### src/rtl/display_scanner.sv
// display_scanner
//   Time-multiplexed driver for a four-digit, common-anode seven-segment
//   display (stopwatch MM:SS). Latches the four BCD digits once per scan
//   frame, decodes them to active-low segment patterns, cycles the anodes,
//   and blinks the digit pair under adjustment while adjust mode is on.
//
//   Parameters
//     REFRESH_DIV  in_clock cycles each digit stays lit (>= 2)
//     BLINK_DIV    in_clock cycles per blink half-period (>= 2)
//
//   Ports
//     in_clock     board clock, rising edge
//     in_reset     asynchronous, active-high reset
//     in_minute1   minutes tens digit (BCD)
//     in_minute0   minutes units digit (BCD)
//     in_second1   seconds tens digit (BCD)
//     in_second0   seconds units digit (BCD)
//     in_adjust    adjust mode enable (synchronous to in_clock)
//     in_select    adjust target: 1 = seconds pair, 0 = minutes pair
//     out_an       anode enables, active-low, bit 0 = rightmost digit
//     out_seg      segments, active-low, bit 7 = dp (always off), 6:0 = g..a
module display_scanner #(
  parameter int unsigned REFRESH_DIV = 100000,
  parameter int unsigned BLINK_DIV   = 25000000
) (
  input  logic       in_clock,
  input  logic       in_reset,
  input  logic [3:0] in_minute1,
  input  logic [3:0] in_minute0,
  input  logic [3:0] in_second1,
  input  logic [3:0] in_second0,
  input  logic       in_adjust,
  input  logic       in_select,
  output logic [3:0] out_an,
  output logic [7:0] out_seg
);

  localparam int unsigned RW = (REFRESH_DIV > 1) ? $clog2(REFRESH_DIV) : 1;
  localparam int unsigned BW = (BLINK_DIV > 1) ? $clog2(BLINK_DIV) : 1;
  localparam logic [RW-1:0] REFRESH_LAST = RW'(REFRESH_DIV - 1);
  localparam logic [BW-1:0] BLINK_LAST   = BW'(BLINK_DIV - 1);

  // Scan slot; encoding equals the digit index (0 = rightmost digit).
  typedef enum logic [1:0] {
    SLOT_SEC0 = 2'd0,
    SLOT_SEC1 = 2'd1,
    SLOT_MIN0 = 2'd2,
    SLOT_MIN1 = 2'd3
  } slot_t;

  slot_t         r_slot;
  slot_t         w_slot_next;

  logic [RW-1:0] r_refresh;
  logic          w_tick;
  logic          w_frame_end;

  logic [3:0]    r_snap_minute1;
  logic [3:0]    r_snap_minute0;
  logic [3:0]    r_snap_second1;
  logic [3:0]    r_snap_second0;

  logic [BW-1:0] r_blink_cnt;
  logic          r_blink_phase;
  logic          w_blink_wrap;

  logic [3:0]    w_digit;
  logic [3:0]    w_an_next;
  logic [7:0]    w_seg_next;
  logic [7:0]    w_seg_decoded;
  logic          w_selected_pair;

  // Refresh counter: one tick per slot period.
  assign w_tick      = (r_refresh == REFRESH_LAST);
  assign w_frame_end = w_tick && (r_slot == SLOT_MIN1);

  always_ff @(posedge in_clock or posedge in_reset) begin
    if (in_reset) begin
      r_refresh <= '0;
    end else if (w_tick) begin
      r_refresh <= '0;
    end else begin
      r_refresh <= r_refresh + 1'b1;
    end
  end

  // Slot state register.
  always_ff @(posedge in_clock or posedge in_reset) begin
    if (in_reset) begin
      r_slot <= SLOT_SEC0;
    end else begin
      r_slot <= w_slot_next;
    end
  end

  // Slot next-state logic.
  always_comb begin
    w_slot_next = r_slot;
    if (w_tick) begin
      case (r_slot)
        SLOT_SEC0: w_slot_next = SLOT_SEC1;
        SLOT_SEC1: w_slot_next = SLOT_MIN0;
        SLOT_MIN0: w_slot_next = SLOT_MIN1;
        SLOT_MIN1: w_slot_next = SLOT_SEC0;
        default:   w_slot_next = SLOT_SEC0;
      endcase
    end
  end

  // Snapshot taken only at the 3->0 wrap so a frame never mixes old and
  // new digits.
  always_ff @(posedge in_clock or posedge in_reset) begin
    if (in_reset) begin
      r_snap_minute1 <= '0;
      r_snap_minute0 <= '0;
      r_snap_second1 <= '0;
      r_snap_second0 <= '0;
    end else if (w_frame_end) begin
      r_snap_minute1 <= in_minute1;
      r_snap_minute0 <= in_minute0;
      r_snap_second1 <= in_second1;
      r_snap_second0 <= in_second0;
    end
  end

  // Blink timer; held cleared whenever adjust mode is off.
  assign w_blink_wrap = (r_blink_cnt == BLINK_LAST);

  always_ff @(posedge in_clock or posedge in_reset) begin
    if (in_reset) begin
      r_blink_cnt   <= '0;
      r_blink_phase <= 1'b0;
    end else if (!in_adjust) begin
      r_blink_cnt   <= '0;
      r_blink_phase <= 1'b0;
    end else if (w_blink_wrap) begin
      r_blink_cnt   <= '0;
      r_blink_phase <= ~r_blink_phase;
    end else begin
      r_blink_cnt   <= r_blink_cnt + 1'b1;
    end
  end

  // Output logic: digit mux, BCD decode, blanking.
  always_comb begin
    w_digit   = '0;
    w_an_next = '1;
    case (r_slot)
      SLOT_SEC0: begin w_digit = r_snap_second0; w_an_next = 4'b1110; end
      SLOT_SEC1: begin w_digit = r_snap_second1; w_an_next = 4'b1101; end
      SLOT_MIN0: begin w_digit = r_snap_minute0; w_an_next = 4'b1011; end
      SLOT_MIN1: begin w_digit = r_snap_minute1; w_an_next = 4'b0111; end
      default:   begin w_digit = '0;             w_an_next = '1;      end
    endcase

    case (w_digit)
      4'd0:    w_seg_decoded = 8'hC0;
      4'd1:    w_seg_decoded = 8'hF9;
      4'd2:    w_seg_decoded = 8'hA4;
      4'd3:    w_seg_decoded = 8'hB0;
      4'd4:    w_seg_decoded = 8'h99;
      4'd5:    w_seg_decoded = 8'h92;
      4'd6:    w_seg_decoded = 8'h82;
      4'd7:    w_seg_decoded = 8'hF8;
      4'd8:    w_seg_decoded = 8'h80;
      4'd9:    w_seg_decoded = 8'h90;
      default: w_seg_decoded = 8'hFF;
    endcase

    if (in_select) begin
      w_selected_pair = (r_slot == SLOT_SEC0) || (r_slot == SLOT_SEC1);
    end else begin
      w_selected_pair = (r_slot == SLOT_MIN0) || (r_slot == SLOT_MIN1);
    end

    w_seg_next = w_seg_decoded;
    if (r_blink_phase && w_selected_pair) begin
      w_an_next  = '1;
      w_seg_next = '1;
    end
  end

  // Registered outputs keep the display glitch-free.
  always_ff @(posedge in_clock or posedge in_reset) begin
    if (in_reset) begin
      out_an  <= '1;
      out_seg <= '1;
    end else begin
      out_an  <= w_an_next;
      out_seg <= w_seg_next;
    end
  end

endmodule

### config.mk
export PLATFORM = sky130hd
export DESIGN_NAME = display_scanner
export DESIGN_NICKNAME = d
export VERILOG_FILES = /design/src/rtl/display_scanner.sv
export SDC_FILE = /design/constraint.sdc
export NUM_CORES = 1
export LEC_CHECK = 0
export BUFFER_PORTS_ARGS = -buffer_cell sky130_fd_sc_hd__buf_2
export CAP_MARGIN = 20
export CORE_ASPECT_RATIO = 1.25
export CORE_UTILIZATION = 45
export CTS_CLUSTER_DIAMETER = 80
export DETAILED_ROUTE_END_ITERATION = 8
export PLACE_DENSITY = 0.77
export RECOVER_POWER = 50
export SYNTH_ARGS = -nofsm -noshare
export SYNTH_HDL_FRONTEND = slang
export SYNTH_SLANG_ARGS = --single-unit
export TNS_END_PERCENT = 20
### constraint.sdc
create_clock -name in_clock -period 2.2 [get_ports in_clock]
set_input_delay 0.44 -clock in_clock [delete_from_list [all_inputs] [get_ports in_clock]]
set_output_delay 0.44 -clock in_clock [all_outputs]
set_load 0.05 [all_outputs]
==> flow_summary.yaml <==
outcome:
  status: "complete, no violations"
sta:
  finalSetupViolations: 0
  final_max_slew_viol_count: 0
  holdWs_ps: 133
  timing.final.crit_share: 0.977
  finalHoldViolCount: 0
  fin_crit_ps: 2150
  max_freq_mhz: 465
  rsz0062_at_grt: "yes"
  skew_ps: 9.59
  worst_pin_slew_ps: 1240
  max_slew_margin: 0.171
cells_and_area:
  syn_to_final_growth_pct: 15.8
  num-nets-final: 404
  drive_gt1_frac: 0.282
  stdcell_area_um2: 4120
  instances_no_fill: 473
clock_tree:
  cts_buffers: 9
  htreeDepth: 3
  clk_latency_ps: 350
  cts_hold_buf: 0
  cts_tree: "yes"
  root_buffer: "clkbuf_8"
  clk_path_buf_depth: 2
  cts.clk_slew.worst_paths_ps: 70
  cts.sinks: 72
die:
  dieArea_um2: 8270
  rows: 35
  die_h_um: 101
  ios: 32
  start_util: 0.472
  die-width_um: 81.5
  fp.coreArea_um2: 7530
worst_setup_path:
  crit_fanout: 3
  critPathKind: "flop to flop"
  cp-end-kind: "flop"
  crit_family: "simple AND/OR/NAND/NOR gates"
  crit_arrival_ps: 2420
  ff2ff_path_depth: 4
  endpoint: "r_blink_phase"
  reg2reg_to: "r_blink_phase"
  critPathRequiredTime_ps: 2470
  cp_cell_sequence: "or4_1 > or4_4 > or4_1 > a21boi_1"
  critPathLaunch: "r_blink_cnt[9]"
  cp-start-kind: "flop"
  cp.depth: 4
  path_buf_inv: 0
  path_common_cell: "or4_1"
  crit_slowest_cell: "or4_4"
  reg2reg_slack_ps: 50
  r2r-start: "r_blink_cnt[9]"
  max_stage_delay_ps: 550
grt:
  grt_pass1_wl_um: 11800
  grt_max_degree: 36
  grt_pass1_vias: 2632
  overflow: 0
  grt_antenna_before_repair: 0
  grt_use_total: 0.192
placed_design:
  hpwl_um: 5020
  dp.cells: 454
  globalplace.congestion: 0.820
  numPortBuffers: 30
  place_area_um2: 3940
logic_synthesis:
  yosysWarnings: 0
  synthesis.instances: 324
  synth.distinct_cells: 48
  ys_seq_area_frac: 0.510
  synth_edf_count: 0
  netlist_area_um2: 3560
  syn_avg_cell_area_um2: 11.0
  async_reset_ff_frac: 1.00
  ys.flop_type: "dfrtp_1"
  synthesis.nets: 353
  ys_ff_latch: 72
route:
  dr.first_iter.drc_count: 119
  drt_first_pass_iters: 4
  post-route-drc-count: 0
  viasPerCell: 5.55
  wl_per_cell_um: 14.7
  ant_nets: 0
  routed_wl_um: 6980
  vias: 2627
power_and_ir_drop:
  p_per_area_nw_per_um2: 594
  p_leak_nw: 1.78
  irDropWorstVdd_uv: 522
run:
  cap_violations: 0
hold_path:
  hold_path_class: "input port to async pin"
==> logic make-up (layout without fill, tap and decap cells) <==
family                     count (synthesis)  in the layout  synth area share
AOI/OAI and AO/OA                         51             51            0.0939
xor gates and xnor gates                  25             25            0.0616
adders and majority gates                  9              9            0.0317
buffers and inverters                     31             87            0.0401
DFF                                       72             72             0.510
muxes                                     21             21            0.0756
other                                      1              2           0.00105
and+or+nand+nor                          114            114             0.186
==> worst min path at each step <==
stage / startpoint / end
global route: in_reset / r_snap_second0[1]
CTS: in_reset / r_snap_second0[2]
detailed placement: in_reset / r_snap_second0[3]
global placement: in_reset / r_snap_second0[3]
finish: in_reset / r_snap_second0[1]
floorplan: r_refresh[12] / r_refresh[12]
==> metrics by stage <==
step                utilization  setup WS (ps)  total power [mW]  TNS [ps]
detailed placement        0.523           60.4              1.60         0
global route              0.546          -39.9              2.55     -78.6
global placement          0.523            119              1.59         0
finish                    0.547           50.4              2.45         0
floorplan                     -          -16.5              1.53     -33.0
CTS                       0.544           27.3              2.47         0
==> power breakdown <==
part	total [mW]	switching (mW)	internal (mW)
clock	0.876	0.468	0.408
sequential	1.38	0.0173	1.36
combinational	0.190	0.122	0.0680
total	2.45	0.608	1.84
==> cell usage after synthesis, types with 8 or more instances <==
cell / count / area share
o21ai_0: 13 / 0.018
nand2_1: 15 / 0.016
xnor2_1: 19 / 0.047
o31ai_1: 9 / 0.019
or3_1: 8 / 0.014
clkbuf_1: 8 / 0.0084
or4_1: 12 / 0.025
nand4_1: 9 / 0.016
inv_1: 19 / 0.020
dfstp_2: 11 / 0.081
nor2_1: 27 / 0.028
ha_1: 9 / 0.032
a21oi_1: 18 / 0.025
mux2_4: 10 / 0.042
nand3_1: 14 / 0.020
dfrtp_1: 61 / 0.43
==> repair_timing <==
| item | 4_1_cts | 5_1_grt |
|---|---|---|
| resized for setup | 0 | 8 |
| setup buffers | 0 | 2 |
| endpoints found under the setup margin | 0 | 8 |
==> worst register-to-register path, delay by kind of cell (launching register included) <==
family             cells  cell delay, ps
AOI/OAI and AO/OA      1             160
DFF                    1             410
and+or+nand+nor        3            1500
==> final cells by class <==
cell class	count	area, um^2
well taps	92	115
repair buffers	52	334
fillers	623	3410
multi-input cells	221	1630
clock inverters	2	10.0
flip-flops and latches	72	1820
clock buffers	14	143
inverters	19	72.6
diodes	1	2.50
==> cells in the final DEF (no fill, tap or decap), types with 3 or more instances in the layout <==
cell type,Yosys,final
a21oi_1,18,18
o31ai_1,9,9
nand3_1,14,14
nand2_1,15,15
dfrtp_1,61,61
or4_1,12,11
buf_2,0,30
mux2_2,7,7
and4_1,3,3
clkbuf_8,0,9
nor2_1,27,27
o21ai_0,13,13
xor2_1,6,6
ha_1,9,6
dfstp_2,11,11
inv_1,19,18
nor3_1,3,3
mux2_4,10,10
mux2i_1,4,3
buf_4,1,18
or3_1,8,8
a222oi_1,4,4
clkbuf_1,8,6
nor4_1,3,3
ha_2,0,3
nand4_1,9,9
xnor2_1,19,19
==> registers in the layout, indices dropped and copies added, names as in the netlist <==
signal / flops
r_blink_cnt: 25
r_refresh: 17
r_blink_phase: 1
r_snap_second0: 4
r_snap_minute1: 4
out_an: 4
r_snap_minute0: 4
r_slot: 2
r_snap_second1: 4
out_seg: 7
==> per-layer routing <==
layer,part of all wire,vias to the layer above,track usage
li1,-,1272,-
met1,0.42,1288,0.221
met2,0.52,54,0.326
met3,0.047,13,0.0631
met4,0.019,0,0.0755
met5,0,-,0
Power figures use the tool's default switching activity.
